--- config.mk ---
export PLATFORM = sky130hd
export DESIGN_NAME = sad_select_flat
export DESIGN_NICKNAME = d
export VERILOG_FILES = /design/src/rtl/sad_select_pkg.sv /design/src/rtl/sad_select_if.sv /design/src/rtl/sad_select_acc.sv /design/src/rtl/sad_select.sv /design/src/flat_wrapper.sv
export SDC_FILE = /design/constraint.sdc
export NUM_CORES = 1
export LEC_CHECK = 0
export ABC_CLOCK_PERIOD_IN_PS = 8950
export BUFFER_PORTS_ARGS = -buffer_cell sky130_fd_sc_hd__buf_4
export CAP_MARGIN = 20
export CORE_ASPECT_RATIO = 2
export CORE_MARGIN = 8
export CORE_UTILIZATION = 30
export DETAILED_ROUTE_END_ITERATION = 7
export HOLD_SLACK_MARGIN = 0.06
export SLEW_MARGIN = 20
export SYNTH_ARGS = -nofsm -noshare
export SYNTH_HDL_FRONTEND = slang
export SYNTH_HIERARCHICAL = 1
export SYNTH_SLANG_ARGS = --single-unit
--- constraint.sdc ---
create_clock -name clk -period 8.95 [get_ports clk]
set_input_delay 0 -clock clk [delete_from_list [all_inputs] [get_ports clk]]
set_output_delay 0 -clock clk [all_outputs]
set_load 0.005 [all_outputs]
--- src/rtl/sad_select_pkg.sv ---
// Shared constants for sad_select: candidate indices, compare order,
// FSM encoding and sub-pel bias multipliers.
package sad_select_pkg;

  localparam int N_CAND = 5;

  localparam logic [2:0] CAND_RH = 3'd0;
  localparam logic [2:0] CAND_RQ = 3'd1;
  localparam logic [2:0] CAND_F  = 3'd2;
  localparam logic [2:0] CAND_LQ = 3'd3;
  localparam logic [2:0] CAND_LH = 3'd4;

  // Step s of the minimum search visits the candidate in bits [3s+2:3s].
  localparam logic [14:0] CMP_ORDER = {CAND_LH, CAND_RH, CAND_LQ, CAND_RQ, CAND_F};
  localparam logic [2:0]  LAST_STEP = 3'd4;

  typedef logic [1:0] state_t;
  localparam state_t ST_IDLE  = 2'd0;
  localparam state_t ST_ACCUM = 2'd1;
  localparam state_t ST_CMP   = 2'd2;
  localparam state_t ST_DONE  = 2'd3;

  // Bias multipliers of ROWS: full pays nothing, quarters one, halves two.
  localparam int unsigned PEN_F = 0;
  localparam int unsigned PEN_Q = 1;
  localparam int unsigned PEN_H = 2;

  function automatic logic [2:0] cand_at(input logic [2:0] step);
    case (step)
      3'd0:    return CMP_ORDER[2:0];
      3'd1:    return CMP_ORDER[5:3];
      3'd2:    return CMP_ORDER[8:6];
      3'd3:    return CMP_ORDER[11:9];
      default: return CMP_ORDER[14:12];
    endcase
  endfunction

  function automatic int unsigned pen_mul(input logic [2:0] cand);
    case (cand)
      CAND_F:           return PEN_F;
      CAND_RQ, CAND_LQ: return PEN_Q;
      default:          return PEN_H;
    endcase
  endfunction

endpackage

--- src/rtl/sad_select_if.sv ---
// Row-input and result-output handshake bundle for sad_select.
interface sad_select_if #(
  parameter int SAD_W = 12,
  parameter int ACC_W = 15
);
  // Both channels use valid/ready: a transfer happens on a rising edge where
  // valid and ready are both high; the source holds data stable while valid is
  // high and ready is low, and ready may be asserted without valid.
  logic [5*SAD_W-1:0] sad;
  logic               sad_valid;
  logic               sad_ready;
  logic               best_valid;
  logic               best_ready;
  logic [2:0]         best_idx;
  logic [ACC_W-1:0]   best_sad;
  logic               busy;

  modport master (
    output sad, sad_valid, best_ready,
    input  sad_ready, best_valid, best_idx, best_sad, busy
  );

  modport slave (
    input  sad, sad_valid, best_ready,
    output sad_ready, best_valid, best_idx, best_sad, busy
  );
endinterface

--- src/rtl/sad_select_acc.sv ---
// Five-lane SAD accumulator bank: load overwrites with a zero-extended row,
// add sums a row into the running totals.
module sad_select_acc
  import sad_select_pkg::*;
#(
  parameter int SAD_W = 12,
  parameter int ACC_W = 15
) (
  input  logic                           clk,
  input  logic                           rst,
  input  logic                           load,
  input  logic                           add,
  input  logic [5*SAD_W-1:0]             sad,
  output logic [N_CAND-1:0][ACC_W-1:0]   acc
);

  always_ff @(posedge clk or posedge rst) begin
    if (rst) begin
      acc <= '0;
    end else begin
      for (int k = 0; k < N_CAND; k++) begin
        if (load)
          acc[k] <= ACC_W'(sad[SAD_W*k +: SAD_W]);
        else if (add)
          acc[k] <= acc[k] + ACC_W'(sad[SAD_W*k +: SAD_W]);
      end
    end
  end

endmodule

--- src/rtl/sad_select.sv ---
// Accumulates ROWS five-candidate SAD rows, then picks the minimum over five
// compare cycles. Define SAD_SELECT_BIAS_EN to penalise sub-pel candidates.
module sad_select
  import sad_select_pkg::*;
#(
  parameter int ROWS  = 8,
  parameter int SAD_W = 12,
  parameter int ACC_W = SAD_W + $clog2(ROWS)
) (
  input  logic         clk,
  input  logic         rst,
  sad_select_if.slave  bus,
  output state_t       dbg_state
);

  localparam int CNT_W = $clog2(ROWS + 1);
`ifdef SAD_SELECT_BIAS_EN
  localparam int KEY_W = ACC_W + 2;
`else
  localparam int KEY_W = ACC_W;
`endif

  state_t                         state;
  logic [CNT_W-1:0]               row_cnt;
  logic [2:0]                     step;
  logic [2:0]                     best_idx;
  logic [ACC_W-1:0]               best_sad;
  logic [KEY_W-1:0]               best_key;
  logic [N_CAND-1:0][ACC_W-1:0]   acc;
  logic                           accept;
  logic                           last_row;
  logic [2:0]                     cand;
  logic [ACC_W-1:0]               cand_acc;
  logic [KEY_W-1:0]               cand_key;

  assign accept   = bus.sad_valid & bus.sad_ready;
  assign last_row = (state == ST_IDLE) ? (ROWS == 1) : (row_cnt == CNT_W'(ROWS - 1));

  sad_select_acc #(.SAD_W(SAD_W), .ACC_W(ACC_W)) u_acc (
    .clk  (clk),
    .rst  (rst),
    .load (accept && (state == ST_IDLE)),
    .add  (accept && (state == ST_ACCUM)),
    .sad  (bus.sad),
    .acc  (acc)
  );

  assign cand     = cand_at(step);
  assign cand_acc = acc[cand];
`ifdef SAD_SELECT_BIAS_EN
  assign cand_key = KEY_W'(cand_acc) + KEY_W'(pen_mul(cand) * ROWS);
`else
  assign cand_key = cand_acc;
`endif

  always_ff @(posedge clk or posedge rst) begin
    if (rst) begin
      state    <= ST_IDLE;
      row_cnt  <= '0;
      step     <= '0;
      best_idx <= '0;
      best_sad <= '0;
      best_key <= '0;
    end else begin
      case (state)
        ST_IDLE: begin
          if (accept) begin
            row_cnt <= CNT_W'(1);
            step    <= '0;
            state   <= last_row ? ST_CMP : ST_ACCUM;
          end
        end
        ST_ACCUM: begin
          if (accept) begin
            row_cnt <= row_cnt + CNT_W'(1);
            if (last_row) begin
              step  <= '0;
              state <= ST_CMP;
            end
          end
        end
        ST_CMP: begin
          // Strict less-than keeps the earlier-visited candidate on ties.
          if (step == 3'd0 || cand_key < best_key) begin
            best_idx <= cand;
            best_sad <= cand_acc;
            best_key <= cand_key;
          end
          if (step == LAST_STEP)
            state <= ST_DONE;
          else
            step <= step + 3'd1;
        end
        default: begin
          if (bus.best_ready)
            state <= ST_IDLE;
        end
      endcase
    end
  end

  assign bus.sad_ready  = (state == ST_IDLE) || (state == ST_ACCUM);
  assign bus.best_valid = (state == ST_DONE);
  assign bus.busy       = (state != ST_IDLE);
  assign bus.best_idx   = best_idx;
  assign bus.best_sad   = best_sad;
  assign dbg_state      = state;

endmodule

--- src/flat_wrapper.sv ---
// flat-port wrapper written by rule: the top's interface ports become plain ports
module sad_select_flat import sad_select_pkg::*;
#(
  parameter int ROWS  = 8,
  parameter int SAD_W = 12,
  parameter int ACC_W = SAD_W + $clog2(ROWS)
)
  (clk, rst, dbg_state, bus_sad, bus_sad_valid, bus_best_ready, bus_sad_ready, bus_best_valid, bus_best_idx, bus_best_sad, bus_busy);
  sad_select_if #(.SAD_W(SAD_W), .ACC_W(ACC_W)) bus_i ();
  input  logic clk;
  input  logic rst;
  output state_t dbg_state;
  input wire logic [$bits(bus_i.sad)-1:0] bus_sad;
  input wire logic [$bits(bus_i.sad_valid)-1:0] bus_sad_valid;
  input wire logic [$bits(bus_i.best_ready)-1:0] bus_best_ready;
  output wire logic [$bits(bus_i.sad_ready)-1:0] bus_sad_ready;
  output wire logic [$bits(bus_i.best_valid)-1:0] bus_best_valid;
  output wire logic [$bits(bus_i.best_idx)-1:0] bus_best_idx;
  output wire logic [$bits(bus_i.best_sad)-1:0] bus_best_sad;
  output wire logic [$bits(bus_i.busy)-1:0] bus_busy;
  assign bus_i.sad = bus_sad;
  assign bus_i.sad_valid = bus_sad_valid;
  assign bus_i.best_ready = bus_best_ready;
  assign bus_sad_ready = bus_i.sad_ready;
  assign bus_best_valid = bus_i.best_valid;
  assign bus_best_idx = bus_i.best_idx;
  assign bus_best_sad = bus_i.best_sad;
  assign bus_busy = bus_i.busy;
  sad_select #(.ROWS(ROWS), .SAD_W(SAD_W), .ACC_W(ACC_W)) u_core (.clk(clk), .rst(rst), .bus(bus_i), .dbg_state(dbg_state));
endmodule
# Yosys cells after proc, flatten, opt, wreduce, memory -nomap -nowiden
# Cells that the tools add are included.
[op_classes] addsub=7 order_cmp=2 eq_ne=13 mux=29 bitwise_logic=1 n_reduce_logical=15
[op_table] operator="two-way mux 15 bit" count=11
[op_table] operator="adder 15 x 12 -> 15 bit" count=5
[op_table] operator="binary-select mux 15 bit (select 3 bit)" count=1
[op_table] operator="less-than comparator 15 bit" count=1
[op_table] operator="two-way mux 2 bit" count=6
[op_table] operator="two-way mux 3 bit" count=4
[op_table] operator="one-hot mux 3 bit (4 select lines)" count=1
[op_table] operator="AND reduction 5 bit" count=2
[op_table] operator="one-hot mux 3 bit (3 select lines)" count=1
[op_table] operator="two-way mux 4 bit" count=2
[op_table] operator="!= test 2 x 1 -> 1 bit (second input constant)" count=4
[op_table] operator="one-hot mux 4 bit (2 select lines)" count=1
[op_table] operator="== test 3 x 2 -> 1 bit (second input constant)" count=2
[op_table] operator="one-hot mux 2 bit (3 select lines)" count=1
[op_table] operator="nonzero test 2 bit" count=3
[op_table] operator="adder 4 x 1 -> 4 bit (second input constant)" count=1
[op_table] operator="== test 2 bit (second input constant)" count=2
[op_table] operator="== test 4 x 3 -> 1 bit (second input constant)" count=1
[op_table] operator="less-than comparator 3 x 4 -> 1 bit (second input constant)" count=1
[op_table] operator="nonzero test 4 bit" count=1
[op_table] operator="adder 3 x 1 -> 3 bit (second input constant)" count=1
[op_table] operator="== test 3 x 1 -> 1 bit (second input constant)" count=1
[op_table] operator="== test 3 bit (second input constant)" count=1
[op_table] operator="zero test 3 bit" count=1
[op_table] operator="other kinds (10)" count=12
[totals] register_bits=102 in_bits=64 elab_cells=77

# Depth between registers and ports, before layout
# Gate-level depths: netlist of the first run.
[logic_depth] ltp_word=7 mapped_depth=15 ltp_nobuf=12

# Hierarchy
# Netlist of the first run, hierarchy kept.
[modules_own_cells] module="sad_select_acc" n_inst=1 cells_per_inst=731 area_per_inst_um2=6172.2 seq_area_each_um2=1876.8
[modules_own_cells] module="sad_select" n_inst=1 cells_per_inst=252 area_per_inst_um2=2383.5 seq_area_each_um2=675.6

# Least setup slack after synthesis of the first run
# Ideal clock, no wire load.
[synth_path] path_kind="reg-to-reg" startpoint="reg u_core.step[1]" endpoint="reg u_core.best_key[1]" t_arrival_ns=3.199 setup_slack_ns=5.626 stages_incl_launch_ff=15 cell_sequence="dfrtp_1 -> inv_1 -> ha_1 -> buf_4 -> o21ai_2 -> buf_4 -> mux2i_1 -> a21oi_1 -> ha_1 -> a21oi_1 -> o21ai_1 -> a2111oi_4 -> a31oi_4 -> buf_12 -> mux2_4"
[synth_between] elab_chain_cells=7 elab_cells_between_ends=10
[synth_rtl] element="start, declared" line="sad_select.sv:25" source="logic [2:0] step;"
[synth_rtl] element="start signal, assigned" line="sad_select.sv:92" source="step <= step + 3'd1;"
[synth_rtl] element="== test 3 x 2 -> 1 bit, or another cell as far along" line="sad_select_pkg.sv:29" source="case (step)"
[synth_rtl] element="one-hot mux 3 bit (4 select lines) (*)" line="sad_select_pkg.sv:29"
[synth_rtl] element="binary-select mux 15 bit (select 3 bit) (*)" line="sad_select.sv:49" source="assign cand_acc = acc[cand];"
[synth_rtl] element="two-way mux 15 bit (implied by the code) (*)" line="sad_select.sv:49"
[synth_rtl] element="net u_core.cand_acc[8]" line="sad_select.sv:33" source="logic [ACC_W-1:0] cand_acc;"
[synth_rtl] element="less-than comparator 15 bit (*)" line="sad_select.sv:84" source="if (step == 3'd0 || cand_key < best_key) begin"
[synth_rtl] element="logical OR 1 bit (*)" line="sad_select.sv:84"
[synth_rtl] element="AND reduction 2 bit (no line) (*)"
[synth_rtl] element="end signal, assigned" line="sad_select.sv:87" source="best_key <= cand_key;"
[synth_rtl] element="end, declared" line="sad_select.sv:28" source="logic [KEY_W-1:0] best_key;"
# Mark *: on every way through the listed nets, which the timed path passes. The rest lies on a longest branch. The select of a mux whose other input is x is not followed.
# A chain may end at the register's enable or synchronous reset.

# Worst setup path in the final report of the first run
[layout_path] startpoint="reg u_core.step[1]" endpoint="reg u_core.best_key[10]"
# The elaborated chain is that of the path after synthesis.

==> results of run 1 <==
[power groups by stage]
stage	combinational, uW	sequential [uW]	clock [uW]
finish	2500	914	394
global route	2790	944	423
CTS	2510	915	406
detailed placement	2480	924	0
global placement	2430	916	0
floorplan	1890	828	0
[logic make-up (layout without fill, tap and decap cells)]
group	Yosys count	count (layout)
multiplexers	76	76
XOR/XNOR	38	38
flip-flops	102	102
buffers and inverters	90	224
AO/OA/AOI/OAI	320	320
AND/OR/NAND/NOR	269	269
adder cells (fa/ha/maj)	88	88
[per-stage QoR]
step	setup slack, ns	power, uW	area [um^2]	cells	hold slack [ns]
after floorplan	5.63	2720	8560	983	0.0527
after global placement	4.23	3350	9530	1395	-0.0661
after detailed placement	4.49	3400	9530	1395	-0.0662
after CTS	4.46	3830	10400	1473	0.103
after global routing	4.23	4150	10400	1473	0.116
final	4.51	3810	10400	1473	0.110
[per-layer routing]
metal / track usage (%) / wire length [um] / vias to the layer above
met5: 0 / 0 / -
met4: 9.86 / 1420 / 0
met3: 2.26 / 817 / 63
met2: 31.6 / 15500 / 164
met1: 16.0 / 10100 / 3909
li1: - / - / 3854
[worst max path at each step]
| stage | from | end | depth (start not counted) |
|---|---|---|---|
| floorplan | u_core/step[1] | u_core/best_key[1] | 14 |
| global placement | u_core/step[1] | u_core/best_key[11] | 11 |
| detailed placement | u_core/step[1] | u_core/best_key[12] | 11 |
| CTS | u_core/step[1] | u_core/best_key[10] | 11 |
| global route | u_core/step[1] | u_core/best_key[10] | 11 |
| finish | u_core/step[1] | u_core/best_key[10] | 11 |
[worst max-delay path, stage by stage (launching register included)]
cell	delay (ns)
sky130_fd_sc_hd__dfrtp_1	0.39
sky130_fd_sc_hd__inv_1	0.08
sky130_fd_sc_hd__ha_2	0.39
sky130_fd_sc_hd__o21ai_2	0.90
sky130_fd_sc_hd__mux2i_1	0.27
sky130_fd_sc_hd__a21oi_1	0.11
sky130_fd_sc_hd__ha_1	0.38
sky130_fd_sc_hd__nand4_1	0.16
sky130_fd_sc_hd__nor3_4	0.33
sky130_fd_sc_hd__o211ai_2	0.17
sky130_fd_sc_hd__a31oi_4	0.70
sky130_fd_sc_hd__mux2_2	0.41
[cells in the final DEF, fill, tap and decap left out, types with 30 or more instances in the layout]
cell type	n
sky130_fd_sc_hd__dfrtp_1	102
sky130_fd_sc_hd__a21oi_1	100
sky130_fd_sc_hd__o21ai_0	96
sky130_fd_sc_hd__buf_4	93
sky130_fd_sc_hd__ha_1	82
sky130_fd_sc_hd__nand2_1	76
sky130_fd_sc_hd__dlygate4sd3_1	62
sky130_fd_sc_hd__mux2i_1	58
sky130_fd_sc_hd__nor2_1	55
sky130_fd_sc_hd__inv_1	52
sky130_fd_sc_hd__nand3_1	30
[final cells by class]
type / count / area, um^2 / area share [%]
clock buffers: 9 / 225 / 2.16
clock inverters: 7 / 56.3 / 0.540
inverters: 53 / 200 / 1.92
multi-input cells: 791 / 5640 / 54.0
flip-flops and latches: 102 / 2550 / 24.5
well taps: 356 / 445 / 4.27
repair buffers: 155 / 1320 / 12.6
[sequential cells by signal, summed over array words and instances, names as in the netlist]
signal and cells:
u_core/u_acc/acc 75, u_core/best_key 15, u_core/row_cnt 4, u_core/bus.best_idx 3, u_core/step 3, u_core/dbg_state 2
==> implementation parameters, run 1 <==
Parameter                              Value

Timing
  Peak clock frequency supported by timing ... approximately 0.23 GHz
  Number of max-slew violations in the final report ... 0
  RSZ-0062 raised after global routing ... false
  Clock period minus final worst setup slack ... about 4.4 ns
  Actual transition at the worst max-transition pin ... a little over 1 ns
  Setup violation total in the final timing report ... 0
  Final period util ... about 50%
  Skew final ... ~0.016 ns
  Final count of hold timing violations ... 0
  Relative slew slack ... 30.9%
  Setup tns final ... 0 ns

Yosys
  Async SR Flop Fraction ... 100%
  Portion of the post-synthesis area used by sequential elements ... 29.8%
  Most used DFF post-synth ... sky130_fd_sc_hd__dfrtp_1
  Dominant combinational cell family by area after synthesis ... compound AO/OA/AOI/OAI gates
  Synth unique cells ... 70
  Count of state elements after synthesis ... ~100
  Synth Instances ... 983
  Area contributors post-synth ... sky130_fd_sc_hd__dfrtp_1 30%, sky130_fd_sc_hd__ha_1 12%, sky130_fd_sc_hd__mux2i_1 6.8%
  Leading area contributor after synthesis ... sky130_fd_sc_hd__dfrtp_1
  Share of synthesized area spent on multiplexers ... around a tenth
  Xor/xnor cell area share of the yosys netlist ... slightly below 4%
  Syn nets ... approximately 1,100
  Count leader, synth ... sky130_fd_sc_hd__dfrtp_1
  Average footprint of a synthesized cell ... between 8 and 9 um^2
  Number of warnings reported in the yosys synthesis log ... 6
  Fraction of post-synthesis cell area in the top cell type by area ... between 20% and 30%
  Area fraction in and, or, nand and nor cells after synthesis ... between 15 and 20%
  Synthesized-area fraction occupied by ao, oa, aoi and oai cells ... a little under a quarter
  Cell types with the highest counts after synthesis ... 102 x sky130_fd_sc_hd__dfrtp_1, 100 x sky130_fd_sc_hd__a21oi_1, 96 x sky130_fd_sc_hd__o21ai_0
  Number of synthesized flops with an enable pin ... 0
  Post-synth design cell area ... approximately 8600 um^2
  Post-synthesis share of cell area spent on full adders, half adders and majority gates ... approximately an eighth

Flow run
  Maximum Capacitance Violations ... 0

Clock tree
  TritonCTS Sinks ... approximately 100
  Number of buffers created by CTS ... 9
  Number of resized instances in the post-cts repair step ... 0
  Buffer cell driving the clock tree root ... sky130_fd_sc_hd__clkbuf_16
  Clock-pin transition on the worst setup and hold timing paths ... 0.09 ns
  Clock latency on the worst-skew pair ... 0.38 ns
  Clock tree from TritonCTS ... built
  Number of hold-repair buffers added at the cts stage ... 62
  Number of post-CTS setup repair buffers ... 0
  H-tree depth reported by CTS ... 3
  CTS Buffer Depth ... 2

Setup path
  Critical path data arrival time ... ~4.7 ns
  Depth of the worst register-to-register path ... 11
  Reg2reg end ... u_core/best_key[10]
  Worst Setup Start Kind ... flop
  Setup slack of the most critical reg-to-reg path ... 4.51 ns
  Largest fanout on the critical path ... 19
  WS Path Type ... flop to flop
  Required time at the worst-slack endpoint ... 9.21 ns
  RR Startpoint ... u_core/step[1]
  Critical Path Sink Type ... flop

Layout
  Final net count ... 1,264
  Final-layout fill cell count ... 2,920
  Share of layout cells above drive strength 1 ... 13.2%
  Total inserted antenna cells ... 0
  Post-layout util ... between 30% and 40%
  Synthesis-to-finish area growth ... 22.0%

Detailed routing
  First-pass DRT Iterations ... 5
  # DRC ... 0
  Iteration-0 DRC Markers ... between 400 and 500
  Final Routed Wirelength ... between 20,000 and 30,000 um
  Number of nets still failing antenna checks after routing ... 0
  Routed WL per cell ... between 15 and 20 um
  Total vias in the final route ... 7,990
  Detailed-route vias per instance ... ~5.4

Floorplanning
  Initial core utilization ... between 30% and 40%
  Std-Cell Core Area ... 28,100 um^2
  Die outline area ... 34,500 um^2
  I/O pin count ... slightly below 90
  Number of rows in the core area ... 87
  Floorplan die height ... 255 um
  Die Width ... ~140 um

GRT
  Total overflow reported by the global router ... 0
  Via count of the first global-routing pass ... between 8,000 and 9,000
  Initial antenna violation count ... 0
  Wire length of the first global-routing pass ... 44,100 um
  Largest net degree at the start of global routing ... 77
  All-Layer GR Usage ... 16.4%

Pwr
  Power Internal ... just under 2000 uW
  Clock share of power ... between 10% and 20%
  Sw Share ... 48.0%
  Pwr dens ... 365 nW/um^2
  Switching power total ... 1830 uW
  Proportion of power drawn by flip-flops and latches ... a little under a quarter
  Lkg Pwr ... 0.00473 uW
  Peak ir drop on the vdd network ... 0.000122 V
  Comb power frac ... 65.6%

Placement
  Total half-perimeter wirelength after legalization and detailed placement ... between 20,000 and 25,000 um
  Gpl congestion ... 0.864
  Quantity of I/O buffers inserted on ports ... 86

Outcome
  Result of the run ... completed

Worst hold path
  Kind of path behind the tightest hold check ... input pin to async pin
No activity file was read; power rests on OpenSTA's default activity.
==> run 2: changes to the inputs <==
--- a/config.mk
+++ b/config.mk
@@ -5,7 +5,7 @@
 export SDC_FILE = /design/constraint.sdc
 export NUM_CORES = 1
 export LEC_CHECK = 0
-export ABC_CLOCK_PERIOD_IN_PS = 8950
+export ABC_CLOCK_PERIOD_IN_PS = 4200
 export BUFFER_PORTS_ARGS = -buffer_cell sky130_fd_sc_hd__buf_4
 export CAP_MARGIN = 20
 export CORE_ASPECT_RATIO = 2
==> constraint.sdc (replaced) <==
create_clock -name clk -period 4.2 [get_ports clk]
set_input_delay 0 -clock clk [delete_from_list [all_inputs] [get_ports clk]]
set_output_delay 0 -clock clk [all_outputs]
set_load 0.005 [all_outputs]
==> run 2 against run 1 <==
  * Sequential share of layout area fell by 0.12 points
  * Sequential cell count did not move
  * Sequential power rose by 110%
  * Combinational power rose by 120%
  * Wire length rose by 2.4%
  * Clock power rose by 120%
  * Critical path type unchanged
  * Largest power group unchanged
==> implementation parameters, run 2 (synthesized netlist as in run 1, its figures left out) <==
Parameter                              Value

Timing
  Number of max-slew violations in the final report ... 0 (unchanged)
  Final period util ... 93.6% (+44 points)
  Actual transition at the worst max-transition pin ... 0.917 ns (-0.119 ns)
  Final count of hold timing violations ... 0 (unchanged)
  RSZ-0062 raised after global routing ... false
  Crit path setup slack, layout ... 0.270 ns (-4.24 ns)
  Skew final ... 0.00527 ns (-0.0104 ns)
  Hold Slack ... 0.182 ns (+0.0725 ns)
  Relative slew slack ... 38.8% (+8.0 points)
  Clock period minus final worst setup slack ... 3.93 ns (-0.508 ns)
  Setup tns final ... 0 ns (unchanged)
  Setup violation total in the final timing report ... 0 (unchanged)
  Peak clock frequency supported by timing ... 0.254 GHz (+13%)

Setup path
  Depth of the worst register-to-register path ... 11 (unchanged)
  Critical path data arrival time ... 4.18 ns (-0.52 ns)
  Critical Path Sink Type ... flop
  RR Startpoint ... u_core/step[0]
  Largest incremental delay on the critical path ... 0.70 ns (-0.20 ns)
  Setup slack of the most critical reg-to-reg path ... 0.27 ns (-4.24 ns)
  Crit-path slowest cell ... sky130_fd_sc_hd__a31oi_4
  Critical path's top delay family ... compound AO/OA/AOI/OAI gates
  Worst setup startpoint ... u_core/step[0]
  Worst Setup Start Kind ... flop
  Ordered list of cells on the worst path ... inv_1, ha_1, o21ai_4, mux2i_1, a21oi_1, ha_1, nand4_1, nor3_4, o211ai_2, a31oi_4, mux2_2
  Cell occurring most often along the worst timing path ... sky130_fd_sc_hd__ha_1
  Reg2reg end ... u_core/best_key[9]
  Buf+Inv Stages, Crit Path ... 1 (unchanged)
  Required time at the worst-slack endpoint ... 4.45 ns (-4.76 ns)
  Largest fanout on the critical path ... 17 (-2)
  WS Path Type ... flop to flop
  Setup crit end ... u_core/best_key[9]
  Number of logic stages on the critical path including buffering ... 11 (unchanged)

Detailed routing
  # DRC ... 0 (unchanged)
  Final Routed Wirelength ... 28,500 um (+2.4%)
  Number of nets still failing antenna checks after routing ... 0 (unchanged)
  Detailed-route vias per instance ... 5.46 (+0.65%)
  Routed WL per cell ... 19.3 um (+2.2%)
  Total vias in the final route ... 8,053 (+0.79%)
  First-pass DRT Iterations ... 5 (unchanged)
  Iteration-0 DRC Markers ... 436 (+2.8%)

GRT
  Initial antenna violation count ... 0 (unchanged)
  Routing layer with the top usage in global route ... met2
  Met1 Track Usage GR ... 16.2% (+0.16 points)
  Total overflow reported by the global router ... 0 (unchanged)
  Largest net degree at the start of global routing ... 120 (+56%)
  Wire length of the first global-routing pass ... 44,400 um (+0.71%)
  All-Layer GR Usage ... 16.7% (+0.31 points)
  Via count of the first global-routing pass ... 8,173 (-1.1%)
  Global routing usage on met2 ... 32.5% (+0.82 points)
  Met3 track demand over resource ... 2.28% (+0.020 points)

Layout
  Final net count ... 1,266 (+0.16%)
  Biggest regs ... u_core/u_acc/acc: 75 flops, u_core/best_key: 15 flops, u_core/row_cnt: 4 flops
  Most frequent standard cell in the layout excluding fill and tap cells ... sky130_fd_sc_hd__dfrtp_1
  Share of layout cells above drive strength 1 ... 13.0% (-0.11 points)
  Total inserted antenna cells ... 0 (unchanged)
  Synthesis-to-finish area growth ... 22.6%
  Post-layout util ... 37.3% (+0.18 points)
  Number of flip-flops under the largest register name ... 75 (unchanged)
  Highest-count cells in the layout ignoring fill and taps ... 102 x sky130_fd_sc_hd__dfrtp_1, 100 x sky130_fd_sc_hd__a21oi_1, 96 x sky130_fd_sc_hd__o21ai_0
  Top reg by flops ... u_core/u_acc/acc

Placement
  Gpl congestion ... 0.861 (-0.38%)
  Total half-perimeter wirelength after legalization and detailed placement ... 21,600 um (+0.94%)
  Quantity of I/O buffers inserted on ports ... 86 (unchanged)
  Minimum setup slack after placement ... 0.00739 ns (-4.48 ns)

Pwr
  Switching power total ... 3890 uW (+110%)
  Comb power frac ... 65.5% (about the same)
  Power Internal ... 4310 uW (+120%)
  Power consumption ... 8210 uW (+120%)
  Sw Share ... 47.5% (-0.56 points)
  Pwr dens ... 783 nW/um^2 (+110%)
  Lkg Pwr ... 0.00477 uW (+0.65%)
  Proportion of power drawn by flip-flops and latches ... 23.7% (-0.3 points)
  Peak ir drop on the vdd network ... 0.000286 V (+130%)
  Clock share of power ... 10.7% (+0.3 points)

Floorplanning
  Floorplan die height ... 255 um (unchanged)
  Initial core utilization ... 30.5% (unchanged)
  Die Width ... 135 um (unchanged)
  Die outline area ... 34,500 um^2 (unchanged)
  Number of rows in the core area ... 87 (unchanged)
  I/O pin count ... 87 (unchanged)
  Std-Cell Core Area ... 28,100 um^2 (unchanged)

Worst hold path
  Kind of path behind the tightest hold check ... input pin to flop
  Source of the worst hold timing path ... bus_best_ready

Clock tree
  H-tree depth reported by CTS ... 3 (unchanged)
  TritonCTS Sinks ... 102 (unchanged)
  CTS Buffer Depth ... 2 (unchanged)
  Clock tree from TritonCTS ... built
  Buffer cell driving the clock tree root ... sky130_fd_sc_hd__clkbuf_16
  Number of buffers created by CTS ... 9 (unchanged)
  Number of post-CTS setup repair buffers ... 0 (unchanged)
  Clock-pin transition on the worst setup and hold timing paths ... 0.07 ns (-0.02 ns)
  Clock latency on the worst-skew pair ... 0.36 ns (-0.02 ns)

Flow run
  Maximum Capacitance Violations ... 0 (unchanged)

Outcome
  Result of the run ... completed
run 2: changes by cell type in the layout (fill, tap and decap cells not counted), moves of 2 or more:
cell | before | now
sky130_fd_sc_hd__clkbuf_8 | 0 | 2
sky130_fd_sc_hd__clkinv_2 | 2 | 4
sky130_fd_sc_hd__inv_6 | 3 | 0
sky130_fd_sc_hd__clkinv_4 | 2 | 0
run 2: what timing repair did:
item,4_1_cts,5_1_grt
hold endpoints to repair,133,0
setup endpoints to repair,7,0
resized for setup,1,0
hold buffers,62,0
run 2: cell type report:
type                            count  area [um^2]
Fill cell                        2939        17600
Multi-Input combinational cell    791         5640
Sequential cell                   102         2550
Timing Repair Buffer              157         1350
Tap cell                          356          445
Clock buffer                       12          256
Inverter                           53          200
Clock inverter                      4         45.0
run 2: through the flow:
stage               cells  area [um^2]
global route         1475        10500
detailed placement   1397         9560
CTS                  1475        10500
finish               1475        10500
floorplan             983         8560
global placement     1397         9560
run 2: how the worst min path moves through the flow:
stage / end / slack (ns) / depth (start not counted)
2_1_floorplan: u_core/best_key[0] / 0.05 / 1
3_3_place_gp: u_core/best_key[11] / 0.13 / 3
3_5_place_dp: u_core/best_key[10] / 0.13 / 3
4_1_cts: u_core/dbg_state[0] / 0.18 / 5
5_1_grt: u_core/dbg_state[0] / 0.23 / 5
6_report: u_core/dbg_state[0] / 0.18 / 5
run 2: power by group through the flow:
| stage | registers (uW) | logic, uW | clock network [uW] |
|---|---|---|---|
| after global placement | 1950 | 5210 | 0 |
| after detailed placement | 1970 | 5310 | 0 |
| after global routing | 2010 | 5960 | 942 |
| final | 1950 | 5380 | 881 |
| after floorplan | 1770 | 4030 | 0 |
| after CTS | 1960 | 5380 | 903 |
run 2: metal layers:
metal / wire length [um] / vias up
met5: 0 / -
met4: 1510 / 0
met3: 1060 / 57
met2: 15900 / 230
met1: 10000 / 3898
li1: - / 3868
run 2: worst reg2reg max path: stages (launching register included):
cell	delay (ns)
sky130_fd_sc_hd__dfrtp_1	0.40
sky130_fd_sc_hd__inv_1	0.10
sky130_fd_sc_hd__ha_1	0.29
sky130_fd_sc_hd__o21ai_4	0.56
sky130_fd_sc_hd__mux2i_1	0.26
sky130_fd_sc_hd__a21oi_1	0.10
sky130_fd_sc_hd__ha_1	0.35
sky130_fd_sc_hd__nand4_1	0.16
sky130_fd_sc_hd__nor3_4	0.31
sky130_fd_sc_hd__o211ai_2	0.17
sky130_fd_sc_hd__a31oi_4	0.70
sky130_fd_sc_hd__mux2_2	0.42
==> run 3: changes to the inputs <==
--- a/config.mk
+++ b/config.mk
@@ -5,14 +5,15 @@
 export SDC_FILE = /design/constraint.sdc
 export NUM_CORES = 1
 export LEC_CHECK = 0
-export ABC_CLOCK_PERIOD_IN_PS = 4200
+export ABC_CLOCK_PERIOD_IN_PS = 3600
 export BUFFER_PORTS_ARGS = -buffer_cell sky130_fd_sc_hd__buf_4
 export CAP_MARGIN = 20
 export CORE_ASPECT_RATIO = 2
 export CORE_MARGIN = 8
-export CORE_UTILIZATION = 30
+export CORE_UTILIZATION = 55
 export DETAILED_ROUTE_END_ITERATION = 7
 export HOLD_SLACK_MARGIN = 0.06
+export PLACE_DENSITY = 0.78
 export SLEW_MARGIN = 20
 export SYNTH_ARGS = -nofsm -noshare
 export SYNTH_HDL_FRONTEND = slang
==> constraint.sdc (replaced) <==
create_clock -name clk -period 3.6 [get_ports clk]
set_input_delay 0 -clock clk [delete_from_list [all_inputs] [get_ports clk]]
set_output_delay 0 -clock clk [all_outputs]
set_load 0.005 [all_outputs]
==> run 3 against run 2 <==
  * Largest power group unchanged
  * Core utilization increased by 30 points
  * Maximum frequency increased by 17%
  * First-iteration DRC count increased by 7.3%
==> implementation parameters, run 3 (synthesized netlist as in run 1, its figures left out) <==
Parameter                              Value

Layout
  Highest-count cells in the layout ignoring fill and taps ... 102 x sky130_fd_sc_hd__dfrtp_1, 100 x sky130_fd_sc_hd__a21oi_1, 97 x sky130_fd_sc_hd__buf_4
  Biggest regs ... u_core/u_acc/acc: 75 flops, u_core/best_key: 15 flops, u_core/row_cnt: 4 flops
  Final net count ... 1,272 (+0.47%)
  Top reg by flops ... u_core/u_acc/acc
  Number of flip-flops under the largest register name ... 75 (unchanged)
  Non-filler instance count after layout ... 1,324 (-10%)
  Synthesis-to-finish area growth ... 21.2%
  Area occupied by registers ... 2550 um^2 (unchanged)
  Area occupied by multi-input gates ... 5630 um^2 (-0.13%)
  Share of layout cells above drive strength 1 ... 13.7% (+0.64 points)
  Final-layout fill cell count ... 1,258 (-57%)
  Most frequent standard cell in the layout excluding fill and tap cells ... sky130_fd_sc_hd__dfrtp_1
  Post-layout util ... 67.8% (+30 points)

GRT
  All-Layer GR Usage ... 25.8% (+9.1 points)
  Total overflow reported by the global router ... 0 (unchanged)
  Via count of the first global-routing pass ... 8,482 (+3.8%)
  Initial antenna violation count ... 1 (+1)
  Wire length of the first global-routing pass ... 41,800 um (-5.9%)
  Largest net degree at the start of global routing ... 72 (-40%)

Detailed routing
  Final Routed Wirelength ... 26,000 um (-8.8%)
  Iteration-0 DRC Markers ... 468 (+7.3%)
  # DRC ... 0 (unchanged)
  First-pass DRT Iterations ... 5 (unchanged)
  Routed WL per cell ... 19.6 um (+1.6%)
  Total vias in the final route ... 8,285 (+2.9%)
  Number of nets still failing antenna checks after routing ... 0 (unchanged)
  Detailed-route vias per instance ... 6.26 (+15%)

Floorplanning
  Floorplan die height ... 192 um (-25%)
  Die outline area ... 20,000 um^2 (-42%)
  Initial core utilization ... 55.9% (+25 points)
  I/O pin count ... 87 (unchanged)
  Std-Cell Core Area ... 15,300 um^2 (-46%)
  Die Width ... 104 um (-23%)
  Number of rows in the core area ... 64 (-26%)

Setup path
  Setup slack of the most critical reg-to-reg path ... 0.24 ns (-0.03 ns)
  Largest fanout on the critical path ... 14 (-3)
  Required time at the worst-slack endpoint ... 3.83 ns (-0.62 ns)
  Critical Path Sink Type ... flop
  Worst Setup Start Kind ... flop
  Critical path data arrival time ... 3.59 ns (-0.59 ns)
  RR Startpoint ... u_core/step[0]
  Critical path's top delay family ... simple AND/OR/NAND/NOR gates
  WS Path Type ... flop to flop
  Ordered list of cells on the worst path ... inv_1, ha_1, nor3_1, buf_4, nand2_1, o21ai_0, a21oi_1, ha_1, nand4_1, nor3b_1, o211ai_2, a31oi_4, buf_4, mux2_2
  Crit-path slowest cell ... sky130_fd_sc_hd__dfrtp_1
  Buf+Inv Stages, Crit Path ... 3 (+2)
  Largest incremental delay on the critical path ... 0.41 ns (-0.29 ns)
  Worst setup startpoint ... u_core/step[0]

Placement
  Minimum setup slack after placement ... 0.316 ns (+0.309 ns)
  Quantity of I/O buffers inserted on ports ... 86 (unchanged)
  Post-Place Cells ... 1,245 (-11%)
  Gpl congestion ... 0.902 (+4.8%)
  Total half-perimeter wirelength after legalization and detailed placement ... 19,200 um (-11%)

Timing
  Peak clock frequency supported by timing ... 0.298 GHz (+17%)
  Relative slew slack ... 40.0% (+1.1 points)
  Skew final ... 0.0108 ns (+0.00549 ns)
  Crit path setup slack, layout ... 0.241 ns (-0.0292 ns)
  Setup tns final ... 0 ns (unchanged)
  Setup violation total in the final timing report ... 0 (unchanged)
  Final count of hold timing violations ... 0 (unchanged)
  RSZ-0062 raised after global routing ... false
  Actual transition at the worst max-transition pin ... 0.900 ns (-0.0169 ns)
  Clock period minus final worst setup slack ... 3.36 ns (-0.571 ns)
  Final period util ... 93.3% (-0.26 points)
  Number of max-slew violations in the final report ... 0 (unchanged)

Clock tree
  H-tree depth reported by CTS ... 3 (unchanged)
  Buffer cell driving the clock tree root ... sky130_fd_sc_hd__clkbuf_16
  Clock-pin transition on the worst setup and hold timing paths ... 0.07 ns (about the same)
  Clock latency on the worst-skew pair ... 0.35 ns (about the same)
  CTS Buffer Depth ... 2 (unchanged)
  TritonCTS Sinks ... 102 (unchanged)
  Number of post-CTS setup repair buffers ... 0 (unchanged)
  Number of hold-repair buffers added at the cts stage ... 62 (unchanged)
  Number of buffers created by CTS ... 9 (unchanged)
  Number of resized instances in the post-cts repair step ... 0 (-1)
  Clock tree from TritonCTS ... built

Worst hold path
  Source of the worst hold timing path ... bus_best_ready
  Kind of path behind the tightest hold check ... input pin to flop

Pwr
  Pwr dens ... 935 nW/um^2 (+19%)
  Peak ir drop on the vdd network ... 0.000409 V (+43%)
  Lkg Pwr ... 0.00480 uW (+0.81%)
  Power consumption ... 9700 uW (+18%)

Flow run
  Maximum Capacitance Violations ... 0 (unchanged)

Outcome
  Result of the run ... completed
-- run 3: changes by cell type in the layout (fill, tap and decap cells not counted), moves of 2 or more --
cell,change
sky130_fd_sc_hd__inv_6,+2
sky130_fd_sc_hd__buf_4,+3
sky130_fd_sc_hd__clkinv_2,-3
sky130_fd_sc_hd__buf_12,+3
sky130_fd_sc_hd__inv_2,+2
-- run 3: worst register-to-register path: stages (launching register included) --
cell	delay (ns)
sky130_fd_sc_hd__dfrtp_1	0.41
sky130_fd_sc_hd__inv_1	0.10
sky130_fd_sc_hd__ha_1	0.27
sky130_fd_sc_hd__nor3_1	0.20
sky130_fd_sc_hd__buf_4	0.23
sky130_fd_sc_hd__nand2_1	0.07
sky130_fd_sc_hd__o21ai_0	0.10
sky130_fd_sc_hd__a21oi_1	0.10
sky130_fd_sc_hd__ha_1	0.32
sky130_fd_sc_hd__nand4_1	0.11
sky130_fd_sc_hd__nor3b_1	0.35
sky130_fd_sc_hd__o211ai_2	0.19
sky130_fd_sc_hd__a31oi_4	0.22
sky130_fd_sc_hd__buf_4	0.22
sky130_fd_sc_hd__mux2_2	0.36
-- run 3: per-stage QoR --
step / area (um^2) / hold slack [ns]
final: 10400 / 0.267
after global routing: 10400 / 0.314
after CTS: 10400 / 0.259
after detailed placement: 9440 / 0.129
after global placement: 9440 / 0.218
after floorplan: 8560 / 0.0527
-- run 3: path summary, 6_finish.rpt --
kind / depth (start not counted) / end
min in group asynchronous: 3 / u_core/best_key[14]
max in group asynchronous: 4 / u_core/u_acc/acc[67]
worst max-delay path: 14 / u_core/best_key[12]
worst max register to register: 14 / u_core/best_key[12]
worst min register to register: 1 / u_core/bus.best_idx[1]
worst min-delay path: 5 / u_core/dbg_state[0]
-- run 3: layout make-up --
| type | instances | area share (%) |
|---|---|---|
| multi-input combinational | 791 | 54.3 |
| sequential | 102 | 24.6 |
| timing repair buffer | 163 | 13.8 |
| tap | 198 | 2.39 |
| clock buffer | 10 | 2.30 |
| inverter | 53 | 1.92 |
| clock inverter | 6 | 0.664 |
| antenna | 1 | 0.0241 |
-- run 3: report_power, final --
part / switching (uW) / internal (uW)
Combinational: 3530 / 2860
Clock: 472 / 564
Sequential: 581 / 1690
Total: 4580 / 5110
-- run 3: layer usage --
metal | part of all wire (%) | track usage (%)
met5 | 0 | 0
met2 | 53 | 48.6
met3 | 4.3 | 3.48
met1 | 36 | 25.2
met4 | 6.4 | 19.1
